--- src/rtl/reorder_buffer.sv ---
// Reorder buffer: in-order retirement of out-of-order completions, with a
// branch flush that squashes every entry younger than the flushing tag.
module reorder_buffer #(
    parameter int PREG_WIDTH = 7,
    parameter int ROB_WIDTH  = 4
) (
    input  logic                  clk,
    input  logic                  reset,
    input  logic                  dispatch_valid,
    input  logic [ROB_WIDTH-1:0]  dispatch_rob_tag,
    input  logic                  dispatch_has_dest,
    input  logic [PREG_WIDTH-1:0] dispatch_old_prd,
    input  logic [PREG_WIDTH-1:0] dispatch_prd,
    output logic                  rob_ready,
    output logic                  rob_empty,
    input  logic                  wb_valid,
    input  logic [ROB_WIDTH-1:0]  wb_rob_tag,
    input  logic                  flush_valid,
    input  logic [ROB_WIDTH-1:0]  flush_tag,
    output logic                  commit_retire,
    output logic                  commit_en,
    output logic [PREG_WIDTH-1:0] commit_old_preg,
    output logic [PREG_WIDTH-1:0] commit_prd,
    output logic                  tag_error
);
    localparam int                 DEPTH    = 2 ** ROB_WIDTH;
    localparam logic [ROB_WIDTH:0] FULL_CNT = (ROB_WIDTH+1)'(DEPTH);

    logic [DEPTH-1:0]      r_valid;
    logic [DEPTH-1:0]      r_done;
    logic [DEPTH-1:0]      r_has_dest;
    logic [PREG_WIDTH-1:0] r_old_prd [DEPTH];
    logic [PREG_WIDTH-1:0] r_prd     [DEPTH];
    logic [ROB_WIDTH-1:0]  r_head;
    logic [ROB_WIDTH-1:0]  r_tail;
    logic [ROB_WIDTH:0]    r_count;
    logic                  r_tag_error;

    logic                  w_retire;
    logic                  w_dispatch;
    logic                  w_flush;
    logic [ROB_WIDTH-1:0]  w_flush_dist;
    logic [DEPTH-1:0]      w_squash;
    logic [ROB_WIDTH:0]    w_count_next;

    assign rob_ready    = (r_count != FULL_CNT);
    assign rob_empty    = (r_count == '0);
    assign w_retire     = r_valid[r_head] && r_done[r_head];
    assign w_dispatch   = dispatch_valid && rob_ready && !flush_valid;
    assign w_flush      = flush_valid && r_valid[flush_tag];
    assign w_flush_dist = flush_tag - r_head;

    // An entry is younger than the branch when its age (distance from head)
    // exceeds the branch's age; the head itself is never squashed.
    for (genvar g = 0; g < DEPTH; g++) begin : g_squash
        logic [ROB_WIDTH-1:0] w_dist;
        assign w_dist      = ROB_WIDTH'(g) - r_head;
        assign w_squash[g] = w_flush && (w_dist > w_flush_dist);
    end

    always_comb begin
        w_count_next = r_count;
        if (w_flush)
            w_count_next = {1'b0, w_flush_dist} + (ROB_WIDTH+1)'(1) - (ROB_WIDTH+1)'(w_retire);
        else
            w_count_next = r_count + (ROB_WIDTH+1)'(w_dispatch) - (ROB_WIDTH+1)'(w_retire);
    end

    always_ff @(posedge clk or negedge reset) begin
        if (!reset) begin
            r_valid     <= '0;
            r_done      <= '0;
            r_has_dest  <= '0;
            for (int i = 0; i < DEPTH; i++) begin
                r_old_prd[i] <= '0;
                r_prd[i]     <= '0;
            end
            r_head      <= '0;
            r_tail      <= '0;
            r_count     <= '0;
            r_tag_error <= 1'b0;
        end else begin
            if (wb_valid && r_valid[wb_rob_tag])
                r_done[wb_rob_tag] <= 1'b1;
            if (w_retire) begin
                r_valid[r_head] <= 1'b0;
                r_done[r_head]  <= 1'b0;
                r_head          <= r_head + ROB_WIDTH'(1);
            end
            // Squash after writeback so a same-cycle completion of a squashed tag is lost.
            for (int i = 0; i < DEPTH; i++) begin
                if (w_squash[i]) begin
                    r_valid[i] <= 1'b0;
                    r_done[i]  <= 1'b0;
                end
            end
            if (w_dispatch) begin
                r_valid[r_tail]    <= 1'b1;
                r_done[r_tail]     <= 1'b0;
                r_has_dest[r_tail] <= dispatch_has_dest;
                r_old_prd[r_tail]  <= dispatch_old_prd;
                r_prd[r_tail]      <= dispatch_prd;
                if (dispatch_rob_tag != r_tail)
                    r_tag_error <= 1'b1;
            end
            if (w_flush)
                r_tail <= flush_tag + ROB_WIDTH'(1);
            else if (w_dispatch)
                r_tail <= r_tail + ROB_WIDTH'(1);
            r_count <= w_count_next;
        end
    end

    assign commit_retire   = w_retire;
    assign commit_en       = w_retire && r_has_dest[r_head];
    assign commit_old_preg = w_retire ? r_old_prd[r_head] : '0;
    assign commit_prd      = w_retire ? r_prd[r_head] : '0;
    assign tag_error       = r_tag_error;

endmodule

--- config.mk ---
export PLATFORM = sky130hd
export DESIGN_NAME = reorder_buffer
export DESIGN_NICKNAME = d
export VERILOG_FILES = /design/src/rtl/reorder_buffer.sv
export SDC_FILE = /design/constraint.sdc
export NUM_CORES = 1
export LEC_CHECK = 0
export CAP_MARGIN = 0
export CORE_MARGIN = 2
export CORE_UTILIZATION = 45
export DETAILED_ROUTE_END_ITERATION = 6
export GPL_TIMING_DRIVEN = 0
export PLACE_DENSITY = 0.66
export REMOVE_ABC_BUFFERS = 1
export SYNTH_ARGS = -nofsm -noshare
export SYNTH_HDL_FRONTEND = slang
export SYNTH_SLANG_ARGS = --single-unit
--- constraint.sdc ---
create_clock -name clk -period 3.59 [get_ports clk]
set_clock_uncertainty 0.2 [all_clocks]
set_input_delay 0.359 -clock clk [delete_from_list [all_inputs] [get_ports clk]]
set_output_delay 0.359 -clock clk [all_outputs]
set_load 0.1 [all_outputs]
# Word-level counts from Yosys, hierarchy flattened
# Index checks and enable logic that the tools add are counted.
# totals
reg_bits,286
in_bits,32
output_inout_bits,19
wordCells,199
# op_classes
addsub,24
n_lt_le_gt_ge,26
eq_ne,2
mux,69
bitwise,9
n_reduce_logical,30
# ops
cell,count
bitwise mux 112 bit,2
2-to-1 mux 16 bit,5
> comparator 4 bit,16
binary-select mux 7 bit (select 4 bit),2
2-to-1 mux 7 bit,7
AND 16 bit,3
2-to-1 mux 1 bit,40
inverter 16 bit,2
bitwise OR 16 bit,2
"subtractor 4 bit, first input constant",8
demux 7 bit (select 4 bit),1
logical AND 1 bit,26
binary-select mux 1 bit (select 4 bit),5
"less-than comparator 4 x 5 -> 1 bit, second input constant",4
bitwise mux 16 bit,1
"subtractor 3 x 4 -> 4 bit, first input constant",4
"adder 4 x 1 -> 4 bit, second input constant",3
demux 1 bit (select 4 bit),3
">= comparator 4 x 1 -> 1 bit, second input constant",3
">= comparator 5 bit, second input constant",2
inverter 4 -> 5 bit,2
subtractor 5 x 1 -> 5 bit,2
2-to-1 mux 4 bit,2
"subtractor 1 x 4 -> 4 bit, first input constant",2
12 further kinds,13

# Depth between registers and ports, before layout
# depth
depth_word,11
mapped_depth,18
mapped_depth_nobuf,16

# Least setup slack after synthesis
# No wires, ideal clock.
# synth_path
kind,reg-to-output
startpoint,register r_count[3]
endpoint,output rob_empty
arrival_time_ns,3.668
required_ns,3.031
path_slack_ns,-0.637
stages_incl_launch_ff,4
path_buffers,0
cell_sequence,dfrtp_1 -> inv_1 -> ha_1 -> nor4b_1
# synth_between
elab_chain_cells,1
# synth_lines
element,line_no,text
from (decl),36,logic [ROB_WIDTH:0] r_count;
from (signal assigned),110,r_count <= w_count_next;
zero test 5 bit,47,assign rob_empty = (r_count == '0);
to (decl),15,"output logic rob_empty,"
# No other way between the ends.

# Worst setup path after layout
# layout_path
startpoint,register r_head[2]
endpoint,output commit_prd[4]
# layout_between
elab_chain_cells,5
word_cells_on_any_way,10
cone_classes,mux (8); bitwise (1); reduce/logical (1)
# layout_lines
element,line_no,text
from (decl),34,logic [ROB_WIDTH-1:0] r_head;
from (signal assigned),88,r_head <= r_head + ROB_WIDTH'(1);
inverter 4 -> 5 bit (implied by the code),117,assign commit_prd = w_retire ? r_prd[r_head] : '0;
binary-select mux 7 bit (select 4 bit),117,
2-to-1 mux 7 bit (implied by the code) (2 in a row),117,
2-to-1 mux 7 bit *,117,
to (decl),23,"output logic [PREG_WIDTH-1:0] commit_prd,"
# Mark *: on every way between the ends. The rest lies on a longest branch, timed or not. The select of a mux whose other input is x is not followed.

==> run summary <==
### Critical path
- **delay of the slowest critical-path stage** 540 ps
- **master of the slowest instance on the critical path** dfrtp_4
- **required arrival time at the worst endpoint** 3030 ps
- **Critical Path AT** 2970 ps
- **CP Capture Type** output port
- **number of cells traversed by the worst register-to-register path** 15
- **kind of launch point of the worst setup path** register
- **crit path kind** reg2out
- **biggest fanout along the worst timing path** 6
- **cells traversed along the worst timing path** clkinv_8, mux4_2, o22ai_4, or2_4, buf_12, and2_1, buf_2

### Synth
- **post-synth top area share** 0.4807
- **post-synthesis register bit count** 286
- **ys async rst share** 1.000
- **number of flops mapped to enable cells by yosys** 0
- **count of cell types in the netlist** 62
- **leading post-synthesis cells by cell area** dfrtp_1 48%, mux2_2 18%, mux4_2 13%
- **most used flip-flop cell after synthesis** dfrtp_1
- **Post-Synthesis Cells** 1082
- **total of warnings raised by yosys** 0
- **proportion of synthesized chip area in sequential cells** 0.4807
- **largest area contributor in the netlist** dfrtp_1
- **post-synth design cell area** 14890 sq um
- **mean cell area of the mapped netlist** 13.76 sq um

### Floorplanning
- **die boundary width** 185.9 um
- **initial cell density of the core** 0.4576
- **die outline area** 34560 sq um
- **Placeable Area** 32540 sq um
- **total I/O pin count** 51
- **num rows** 66
- **floorplan die height** 185.9 um

### Pwr
- **static leakage** 7.563 nW
- **IR Drop Worst-Case VDD** 561.2 uV
- **power density normalized to cell area** 875.3 nW/um^2

### Finish
- **number of filler cells placed in the layout** 2742
- **fraction of layout instances using a drive strength above 1** 0.4114
- **Nets** 1214
- **diode count** 0
- **layout overhead on the synthesized area** 17.16%
- **post-route core utilization** 0.5361

### STA
- **relative slew slack** 0.1231
- **post-layout min period** 3533 ps
- **Max Transition Viols Final** 0
- **setup repair after global routing missed its margin** no
- **count of endpoints failing hold in the final timing report** 0
- **total setup violations reported at the end of the flow** 0
- **Post-Route Setup TNS** 0 ps
- **Achievable Freq** 283.0 MHz
- **slew of the pin with the lowest slew margin** 1312 ps
- **final worst path period share** 0.9842

### Clock tree
- **TritonCTS Sinks** 286
- **number of buffers created by CTS** 31
- **clock tree from TritonCTS** done
- **worst skew pair latency** 550 ps
- **Clock transition at path regs** 60 ps
- **maximum clock path buffer count** 3
- **clock tree root driver cell** clkbuf_16
- **# H-tree levels** 1

### Detailed routing
- **DR vias/cell** 5.812
- **drt pass-1 iters** 5
- **Total Wirelength** 37600 um
- **overall via count from detail_route** 9293
- **number of DRC markers in iteration 0** 528
- **DRC Markers** 0
- **post-DR wirelength/cell** 23.51 um
- **post-route ant nets** 0

### GRT
- **antenna violations before repair** 1
- **GRT overflow** 0
- **maximum number of pins on one net before global-route repair** 117
- **number of global-route vias before repair** 9549
- **global-route usage over all layers** 0.2253
- **first-pass GRT wire length** 58200 um

### Placement
- **global placer's final weighted congestion** 0.8862
- **Buffers on Ports** 50
- **total half-perimeter wirelength after legalization and detailed placement** 22040 um

### Min path
- **worst hold path type** in2async

### Flow run
- **max-cap viol count** 0

### Outcome
- **status** complete, no violations

## power breakdown
part	total [mW]	switching, mW	internal [mW]
combinational	6.35	2.90	3.45
clock	3.42	1.26	2.16
sequential	5.50	0.863	4.64
## worst paths after layout
check	start	endpoint	slack (ps)
min in group clk	tag_error$_DFFE_PN0P_	tag_error$_DFFE_PN0P_	250
max in group asynchronous	reset	r_old_prd[67]$_DFFE_PN0P_	1620
worst max register to register	r_head[2]$_DFFE_PN0N_	r_count[4]$_DFF_PN0_	120
worst min-delay path	reset	r_head[1]$_DFFE_PN0N_	20
worst max-delay path	r_head[2]$_DFFE_PN0N_	commit_prd[4]	60
worst min register to register	tag_error$_DFFE_PN0P_	tag_error$_DFFE_PN0P_	250
## cells by family after synthesis
kind of cell	share of synthesized area
AO/OA/AOI/OAI	0.04606
XOR/XNOR	0.01967
buffers and inverters	0.03530
flip-flops	0.4807
AND/OR/NAND/NOR	0.05673
multiplexers	0.3160
adder cells (fa/ha/maj)	0.04555
## final cells by class
type | count | area (sq um) | share of cell area
Multi-Input combinational cell | 678 | 7353 | 0.4216
Sequential cell | 286 | 7169 | 0.4110
Timing Repair Buffer | 89 | 1052 | 0.06033
Clock buffer | 46 | 912.1 | 0.05229
Tap cell | 442 | 553.0 | 0.03170
Inverter | 50 | 209.0 | 0.01198
Clock inverter | 7 | 185.2 | 0.01062
Timing Repair inverter | 1 | 8.758 | 0.0005021
## metrics by stage
| step | instance area, sq um | std cells | setup slack [ps] | hold slack, ps | power, mW |
|---|---|---|---|---|---|
| floorplan | 14560 | 1013 | -2500 | -136.6 | 9.932 |
| global placement | 15610 | 1505 | -10400 | 241.9 | 11.31 |
| detailed placement | 15990 | 1518 | -1618 | -14.71 | 11.49 |
| CTS | 17290 | 1587 | 8.896 | 6.205 | 15.24 |
| global route | 17440 | 1599 | 6.697 | 28.23 | 16.22 |
| finish | 17440 | 1599 | 56.64 | 24.99 | 15.27 |
## cells in the final DEF (no fill, tap or decap), types with 6 or more instances in the layout
master and n:
dfrtp_1 282, nor3_1 7, mux4_2 83, clkbuf_16 31, inv_1 45, bufinv_16 6, buf_16 11, mux2_2 234
o21ai_0 22, xor2_1 6, nand2_1 39, clkbuf_1 7, mux2i_1 8, clkbuf_8 8, nor2_2 7, o21a_1 6
maj3_1 10, a21o_1 8, nor2b_1 10, clkdlybuf4s50_1 31, nor2_1 35, xnor2_1 22, a21oi_1 13, o22ai_1 11
and2_1 18, mux2_4 8, nand3_1 10, buf_4 30, ha_1 43
## worst max-delay path: cells and delay by family, from the launching register on
| kind | cells | cell delay [ps] |
|---|---|---|
| AOI/OAI and AO/OA | 1 | 290 |
| buffers and inverters | 3 | 660 |
| DFF | 1 | 540 |
| muxes | 1 | 540 |
| and+or+nand+nor | 2 | 380 |
## synth_stat cells, types with 4 or more instances
cell type,number
buf_1,5
o21bai_1,4
mux2i_1,8
nor2b_1,10
buf_4,5
a21oi_1,14
a2111oi_0,5
o22ai_1,13
nor3_2,5
nor3_1,7
clkbuf_1,25
a21o_1,8
o32ai_2,4
xor2_1,7
mux2_4,8
nor3b_1,5
o21a_1,6
ha_1,43
nand2_1,39
inv_1,46
xnor2_1,22
mux4_2,83
dfrtp_1,286
and2_1,19
nand3_1,10
nand3b_1,5
o21ai_0,23
o21ai_1,4
mux2_2,234
nor2_1,43
buf_2,31
maj3_1,10
## flip-flops by register name, indices dropped and copies added (netlist names)
name	flops
r_count	5
r_done	16
r_has_dest	16
r_head	4
r_old_prd	112
r_prd	112
r_tail	4
r_valid	16
tag_error	1
## per-layer routing
layer | wire length, um | part of all wire | vias up | GRT usage
li1 | - | - | 4055 | -
met1 | 16500 | 0.44 | 4915 | 0.3091
met2 | 18040 | 0.48 | 251 | 0.3674
met3 | 2039 | 0.054 | 70 | 0.04148
met4 | 1001 | 0.027 | 2 | 0.06583
met5 | 16 | 0.00043 | - | 0
## timing repair
item	in CTS	in global routing
endpoints found under the setup margin	58	17
cloned	1	1
gates resized for setup	111	11
hold buffers	1	0
endpoints found under the hold margin	130	0
buffers inserted	14	11
pin swaps	3	3
Note: power is estimated with default switching activity, not from simulation.
